===== src/rtl/rr_arb32_ctrl_if.sv =====
// rtl/rr_arb32_ctrl_if.sv - request/grant bundle for the 32-way round-robin arbiter
interface rr_arb32_ctrl_if;
    logic [31:0] req;
    logic        done;
    logic [31:0] gnt;
    logic [4:0]  gnt_idx;
    logic        gnt_valid;
    logic        tmo;

    modport master (
        output req,
        output done,
        input  gnt,
        input  gnt_idx,
        input  gnt_valid,
        input  tmo
    );

    modport slave (
        input  req,
        input  done,
        output gnt,
        output gnt_idx,
        output gnt_valid,
        output tmo
    );
endinterface


===== src/rtl/rr_arb32_ctrl.sv =====
// rtl/rr_arb32_ctrl.sv - 32-way round-robin arbiter with hold timeout and release bubble
module rr_arb32_ctrl #(
    parameter int MAX_HOLD = 16
) (
    input  logic          clk,
    input  logic          rst,
    rr_arb32_ctrl_if.slave bus
);
    typedef enum logic {IDLE, GRANT} state_t;

    localparam bit         TMO_EN    = (MAX_HOLD != 0);
    localparam logic [7:0] HOLD_LAST = (MAX_HOLD == 0) ? 8'd0 : 8'(MAX_HOLD - 1);

    state_t      state, state_n;
    logic [4:0]  ptr, ptr_n;
    logic [7:0]  hold_cnt, hold_n;
    logic [4:0]  idx_q, idx_n;
    logic        valid_q, valid_n;
    logic        tmo_q, tmo_n;
    logic [31:0] gnt_q;

    logic [4:0]  sel;
    logic [4:0]  cand;
    logic        found;
    logic        timeout_hit;
    logic        release_now;

    // Rotating priority search starting at ptr; 5-bit addition wraps modulo 32.
    always_comb begin
        sel   = 5'd0;
        cand  = 5'd0;
        found = 1'b0;
        for (int k = 0; k < 32; k++) begin
            cand = ptr + 5'(k);
            if (!found && bus.req[cand]) begin
                sel   = cand;
                found = 1'b1;
            end
        end
    end

    assign timeout_hit = TMO_EN && (hold_cnt == HOLD_LAST);
    assign release_now = bus.done || !bus.req[idx_q] || timeout_hit;

    always_comb begin
        state_n = state;
        ptr_n   = ptr;
        hold_n  = hold_cnt;
        idx_n   = idx_q;
        valid_n = valid_q;
        tmo_n   = 1'b0;
        case (state)
            IDLE: begin
                valid_n = 1'b0;
                if (found) begin
                    state_n = GRANT;
                    idx_n   = sel;
                    valid_n = 1'b1;
                    hold_n  = 8'd0;
                end
            end
            GRANT: begin
                hold_n = (hold_cnt == 8'hFF) ? 8'hFF : hold_cnt + 8'd1;
                if (release_now) begin
                    state_n = IDLE;
                    valid_n = 1'b0;
                    ptr_n   = idx_q + 5'd1;
                    // Timeout is only reported when nothing else would have ended the grant.
                    tmo_n   = timeout_hit && !bus.done && bus.req[idx_q];
                end
            end
            default: begin
                state_n = IDLE;
                valid_n = 1'b0;
            end
        endcase
    end

    always_ff @(posedge clk) begin
        if (rst) begin
            state    <= IDLE;
            ptr      <= 5'd0;
            hold_cnt <= 8'd0;
            idx_q    <= 5'd0;
            valid_q  <= 1'b0;
            tmo_q    <= 1'b0;
            gnt_q    <= 32'd0;
        end else begin
            state    <= state_n;
            ptr      <= ptr_n;
            hold_cnt <= hold_n;
            idx_q    <= idx_n;
            valid_q  <= valid_n;
            tmo_q    <= tmo_n;
            gnt_q    <= valid_n ? (32'd1 << idx_n) : 32'd0;
        end
    end

    assign bus.gnt       = gnt_q;
    assign bus.gnt_idx   = idx_q;
    assign bus.gnt_valid = valid_q;
    assign bus.tmo       = tmo_q;
endmodule


===== src/flat_wrapper.sv =====
// flat-port wrapper written by rule: the top's interface ports become plain ports
module rr_arb32_ctrl_flat 
#(
    parameter int MAX_HOLD = 16
)
  (clk, rst, bus_req, bus_done, bus_gnt, bus_gnt_idx, bus_gnt_valid, bus_tmo);
  rr_arb32_ctrl_if bus_i ();
  input  logic clk;
  input  logic rst;
  input wire logic [$bits(bus_i.req)-1:0] bus_req;
  input wire logic [$bits(bus_i.done)-1:0] bus_done;
  output wire logic [$bits(bus_i.gnt)-1:0] bus_gnt;
  output wire logic [$bits(bus_i.gnt_idx)-1:0] bus_gnt_idx;
  output wire logic [$bits(bus_i.gnt_valid)-1:0] bus_gnt_valid;
  output wire logic [$bits(bus_i.tmo)-1:0] bus_tmo;
  assign bus_i.req = bus_req;
  assign bus_i.done = bus_done;
  assign bus_gnt = bus_i.gnt;
  assign bus_gnt_idx = bus_i.gnt_idx;
  assign bus_gnt_valid = bus_i.gnt_valid;
  assign bus_tmo = bus_i.tmo;
  rr_arb32_ctrl #(.MAX_HOLD(MAX_HOLD)) u_core (.clk(clk), .rst(rst), .bus(bus_i));
endmodule

===== config.mk =====
export PLATFORM = sky130hd
export DESIGN_NAME = rr_arb32_ctrl_flat
export DESIGN_NICKNAME = d
export VERILOG_FILES = /design/src/rtl/rr_arb32_ctrl_if.sv /design/src/rtl/rr_arb32_ctrl.sv /design/src/flat_wrapper.sv
export SDC_FILE = /design/constraint.sdc
export NUM_CORES = 1
export LEC_CHECK = 0
export ABC_CLOCK_PERIOD_IN_PS = 11000
export BUFFER_PORTS_ARGS = -buffer_cell sky130_fd_sc_hd__buf_2
export CAP_MARGIN = 15
export CORE_AREA = 3 3 146 119
export CTS_CLUSTER_DIAMETER = 100
export DETAILED_ROUTE_END_ITERATION = 10
export DIE_AREA = 0 0 149 122
export PLACE_DENSITY_LB_ADDON = 0.15
export REMOVE_ABC_BUFFERS = 1
export SETUP_SLACK_MARGIN = 0.3
export SKIP_LAST_GASP = 1
export SLEW_MARGIN = 40
export SYNTH_ARGS = -nofsm -noshare
export SYNTH_HDL_FRONTEND = slang
export SYNTH_SLANG_ARGS = --single-unit

===== constraint.sdc =====
create_clock -name clk -period 11 [get_ports clk]
set_input_delay 1.1 -clock clk [delete_from_list [all_inputs] [get_ports clk]]
set_output_delay 1.1 -clock clk [all_outputs]
set_load 0.01 [all_outputs]

* Yosys cells after proc, flatten, opt, wreduce, memory -nomap -nowiden *
Index checks and enable logic that the tools add are counted.

storage, ports and cells
  RAM bits = 0
  logic and storage cells = 291
  latch bits = 0
  input port bits = 35
  bits in registers = 53
  output and inout bits = 39
  ROM bits = 0
  memories kept = 0

operators by class
  equal/unequal tests = 3
  $add $sub $neg = 33
  shift operators = 1
  $mul = 0
  reductions and logical operators = 71
  order comparisons = 33
  divide/modulo/power cells = 0
  bitwise logic cells = 3
  mux-type cells = 140

operators by type and width
  operator                                                                      number
  5-bit by 6-bit less-than comparator with 1-bit output, second input constant  33
  5-bit two-way mux                                                             34
  1-bit binary-select mux with 5-bit select                                     33
  5-bit adder, second input constant                                            16
  1-bit two-way mux                                                             68
  5-bit by 4-bit adder with 5-bit output, second input constant                 8
  1-bit logical AND                                                             33
  1-bit logical NOT                                                             33
  1-bit by 5-bit left shift with 32-bit output, first input constant            1
  5-bit by 3-bit adder with 5-bit output, second input constant                 4
  8-bit two-way mux                                                             2
  8-bit case mux with 2 select lines                                            1
  5-bit by 1-bit adder with 5-bit output, second input constant                 2
  5-bit by 2-bit adder with 5-bit output, second input constant                 2
  8-bit by 1-bit adder with 8-bit output, second input constant                 1
  8-bit by 4-bit == test with 1-bit output, second input constant               1
  8-bit == test, second input constant                                          1
  1-bit case mux with 2 select lines                                            2
  1-bit inverter                                                                3
  3-bit OR reduction                                                            1
  1-bit logical OR                                                              2
  2-bit by 1-bit inequality test with 1-bit output, second input constant       1
  2-bit AND reduction                                                           1
  2-bit OR reduction                                                            1

* Longest topological paths before layout *
  depth after elaboration = 100
  depth in mapped cells = 25
  gate-level depth less buffers = 15

* Least setup slack after synthesis *
OpenSTA, ideal clock, no wires.

  path kind = register to register
  from = reg u_core.ptr[1]
  to = reg u_core.gnt_q[18], in the netlist u_core.bus.gnt[18]
  clock period less this slack = 5.601 ns
  slack = 5.399 ns
  data arrival time = 5.522 ns
  required time = 10.921 ns
  path buffers = 9
  stages on the path, launching flop included = 23
  library setup time = 0.079 ns
  cell sequence = dfxtp_1 > buf_2 > buf_4 > buf_2 > buf_2 > inv_1 > ha_1 > buf_2 > buf_4 > mux4_2 > and3_1 > a2111oi_0 > o41ai_1 > or3_4 > buf_6 > or4_4 > nand3_1 > a221oi_1 > a221o_1 > and2_1 > buf_4 > buf_6 > nor3_1

on the way
  word-level cells in the longest chain between the ends = 100
  elaborated cells between the ends (all ways) = 228
  those cells by class = 31 x add/sub; 1 x shift; 132 x mux; 1 x bitwise; 63 x reduce/logical

ends and longest elaborated chain
  what                                                                              line                 RTL
  from (decl)                                                                       rr_arb32_ctrl.sv:15  logic [4:0] ptr, ptr_n;
  from (signal assigned)                                                            rr_arb32_ctrl.sv:90  ptr <= ptr_n;
  branches (longest 100 deep; another with 5-bit by 1-bit adder with 5-bit output)  n/a
  to (signal assigned)                                                              rr_arb32_ctrl.sv:95  gnt_q <= valid_n ? (32'd1 << idx_n) : 32'd0;
  to (decl)                                                                         rr_arb32_ctrl.sv:20  logic [31:0] gnt_q;

Several ways; the timed one is not identified. The select of a mux whose other input is x is not followed.
A chain may end at the register's enable or synchronous reset.

* Worst setup path in the final report *
  from = reg u_core.ptr[2]
  to = reg u_core.gnt_q[8], in the netlist u_core.bus.gnt[8]

Same word-level chain as after synthesis.

==> flow_summary.yaml <==
clock_tree:
  cts_sinks: 53
  ctsRootBufferMaster: "clkbuf_16"
  hold_buffers: 0
  cts_resized: 0
  cts_buffers: 5
  htree_levels: 2
  post-cts-setup-buffers: 0
  clk_pin_slew_ns: 0.07
  clk_latency_ns: 0.30
  cts_tree: "done"
  clockBufferDepth: 2
yosys:
  synth_edf_count: 0
  synth_xor_xnor_area_share_pct: 3.21
  ys_seq_area_share_pct: 11.1
  synth_top_family_by_area: "multiplexers"
  syn_avg_cell_area_um2: 8.83
  syn_inst: 1081
  synthMuxAreaShare_pct: 36.5
  synth-simple-area-share_pct: 21.3
  synthTopCellsByArea: "mux4_2, dfxtp_1, mux2i_1"
  yosysTopAreaCell: "mux4_2"
  yosys_warnings: 0
  syn_area_um2: 9540
  synth_flop_cell: "dfxtp_1"
  ys_ff_latch: 53
  async_flop_share_pct: 0
  synth_top_area_share_pct: 25.5
  synth-compound-area-share_pct: 20.2
  synth_fa_ha_area_share_pct: 1.84
  yosysUniqueCellTypes: 91
finish:
  regArea_um2: 1070
  drive_gt1_share_pct: 28.0
  antenna-diode-count: 0
  layout.nets: 1148
  syn_to_final_growth_pct: 6.41
  fillerInstances: 1359
  multiInputGateArea_um2: 8000
die:
  die_y_um: 122
  row_count: 41
  start_util_pct: 60.0
  core_area_um2: 15900
  ios: 74
  die_area_um2: 18200
  die_w_um: 149
setup_path:
  path_class: "flop to flop"
  critPathCaptureType: "flop"
  cp.arrival_ns: 6.91
  cp_max_fo: 25
  startpoint_type: "flop"
  required_ns: 11.22
drt:
  ant_nets: 0
  drtPass1Iterations: 7
  drtIter0Drc: 1878
  viasPerCell: 7.98
  drc_errors: 0
  wl_mm: 39.5
  routedWlPerCell_um: 30.1
  vias: 10500
sta:
  fin_tns_setup_ns: 0
  maxSlewViolCount: 0
  skew_ns: 0.00728
  tightest_slew_ns: 0.944
  period_share_pct: 60.8
  grt_setup_unrepaired: "no"
  fin_crit_ns: 6.69
  fmax_mhz: 150
  finalSetupViolCount: 0
  relSlewSlack_pct: 36.6
  hold_viol: 0
global_route:
  antenna_found_initial: 0
  grt_remaining_overflow: 0
  grt_pass1_vias: 9460
  grt_max_degree: 69
  grt_first_pass_wirelength_mm: 58.9
  grt_util_all_layers_pct: 42.5
status:
  run_status: "complete, no violations"
place:
  place.gp.congestion: 1.13
  dp_hpwl_mm: 29.6
  port_buffers: 73
flow_run:
  maxCapViolCount: 0
worst_hold_path:
  hp-class: "flop to flop"
## final cells by class
| type | instances | share of cell area [%] |
|---|---|---|
| Timing Repair Buffer | 94 | 5.19 |
| Clock buffer | 5 | 1.23 |
| Clock inverter | 3 | 0.283 |
| Sequential cell | 53 | 10.5 |
| Inverter | 36 | 1.34 |
| Tap cell | 215 | 2.65 |
| Multi-Input combinational cell | 909 | 78.8 |
## per-layer routing
layer | wire, um | global-route usage (%)
met5 | 0 | 0
met4 | 2060 | 14.2
met3 | 7360 | 17.3
met2 | 15400 | 57.6
met1 | 14700 | 61.3
## cells in the mapped netlist, drive strengths merged (9+ instances only)
cell / n
a21o: 9
and3: 10
ha: 14
nand3: 51
clkbuf: 39
dfxtp: 53
a21boi: 9
o211ai: 17
nor4: 19
a21oi: 49
and2: 11
nor2: 78
mux2: 39
nand2: 73
a211oi: 11
o22ai: 14
nand4: 12
nor2b: 11
or2: 11
o21ai: 55
nor3: 61
mux2i: 60
inv: 36
mux4: 108
a22oi: 9
or3: 13
xnor2: 28
or4: 9
buf: 44
## stage by stage
| stage | worst slack, ns | cell area, um^2 | hold slack, ns | util [%] | cells |
|---|---|---|---|---|---|
| after floorplan | 2.65 | 9130 | 0.471 | - | 998 |
| final | 4.31 | 10200 | 0.538 | 63.9 | 1315 |
| after global routing | 3.91 | 10200 | 0.590 | 63.9 | 1315 |
| after detailed placement | 4.70 | 9970 | 0.530 | 62.7 | 1307 |
| after CTS | 4.69 | 10100 | 0.540 | 63.7 | 1315 |
| after global placement | 4.72 | 9940 | 0.518 | 62.5 | 1307 |
## worst max-delay path, stage by stage (launching register included)
cell and delay [ns]:
dfxtp_1 0.76, inv_1 0.15, buf_4 0.32, ha_1 0.29, xor2_1 0.67, buf_4 0.28, mux4_2 0.35, nand3_1 0.13
nand4_1 0.47, o41a_1 0.36, and3_1 0.25, and3_1 0.28, a221oi_1 0.56, o211ai_1 0.17, or4b_1 0.60, a221oi_1 0.47
nand3_2 0.28, nor3_1 0.22
## cells in the final DEF (no fill, tap or decap), types with 20 or more instances in the layout
cell type | synthesis | routed
buf_4 | 11 | 20
inv_1 | 32 | 32
a21oi_1 | 49 | 49
nor3_1 | 52 | 51
buf_2 | 24 | 73
mux2i_1 | 58 | 58
nand3_1 | 48 | 48
o21ai_0 | 51 | 51
nor2_1 | 77 | 76
dfxtp_1 | 53 | 49
nand2_1 | 73 | 73
mux2_2 | 38 | 38
xnor2_1 | 28 | 24
mux4_2 | 108 | 108
## state kept, by name, indices dropped and copies added (netlist names)
name	count
u_core.bus.tmo	1
u_core.hold_cnt	8
u_core.bus.gnt_valid	1
u_core.bus.gnt_idx	5
u_core.state	1
u_core.bus.gnt	32
u_core.ptr	5
## final timing paths
path	start	to	slack, ns	depth (start not counted)
max	u_core.ptr[2]	u_core.bus.gnt[8]	4.31	17
min	u_core.hold_cnt[7]	u_core.hold_cnt[7]	0.54	2
min reg2reg	u_core.hold_cnt[7]	u_core.hold_cnt[7]	0.54	2
max reg2reg	u_core.ptr[2]	u_core.bus.gnt[8]	4.31	17
## kinds of logic after synthesis
kind of cell / count (synthesis)
AND/OR/NAND/NOR: 380
AO/OA/AOI/OAI: 273
buffers and inverters: 119
XOR/XNOR: 35
adder cells (fa/ha/maj): 14
multiplexers: 207
flip-flops: 53
Power is not shown: default switching activity piles up to over one toggle a cycle in this logic, so the estimate is an artifact.
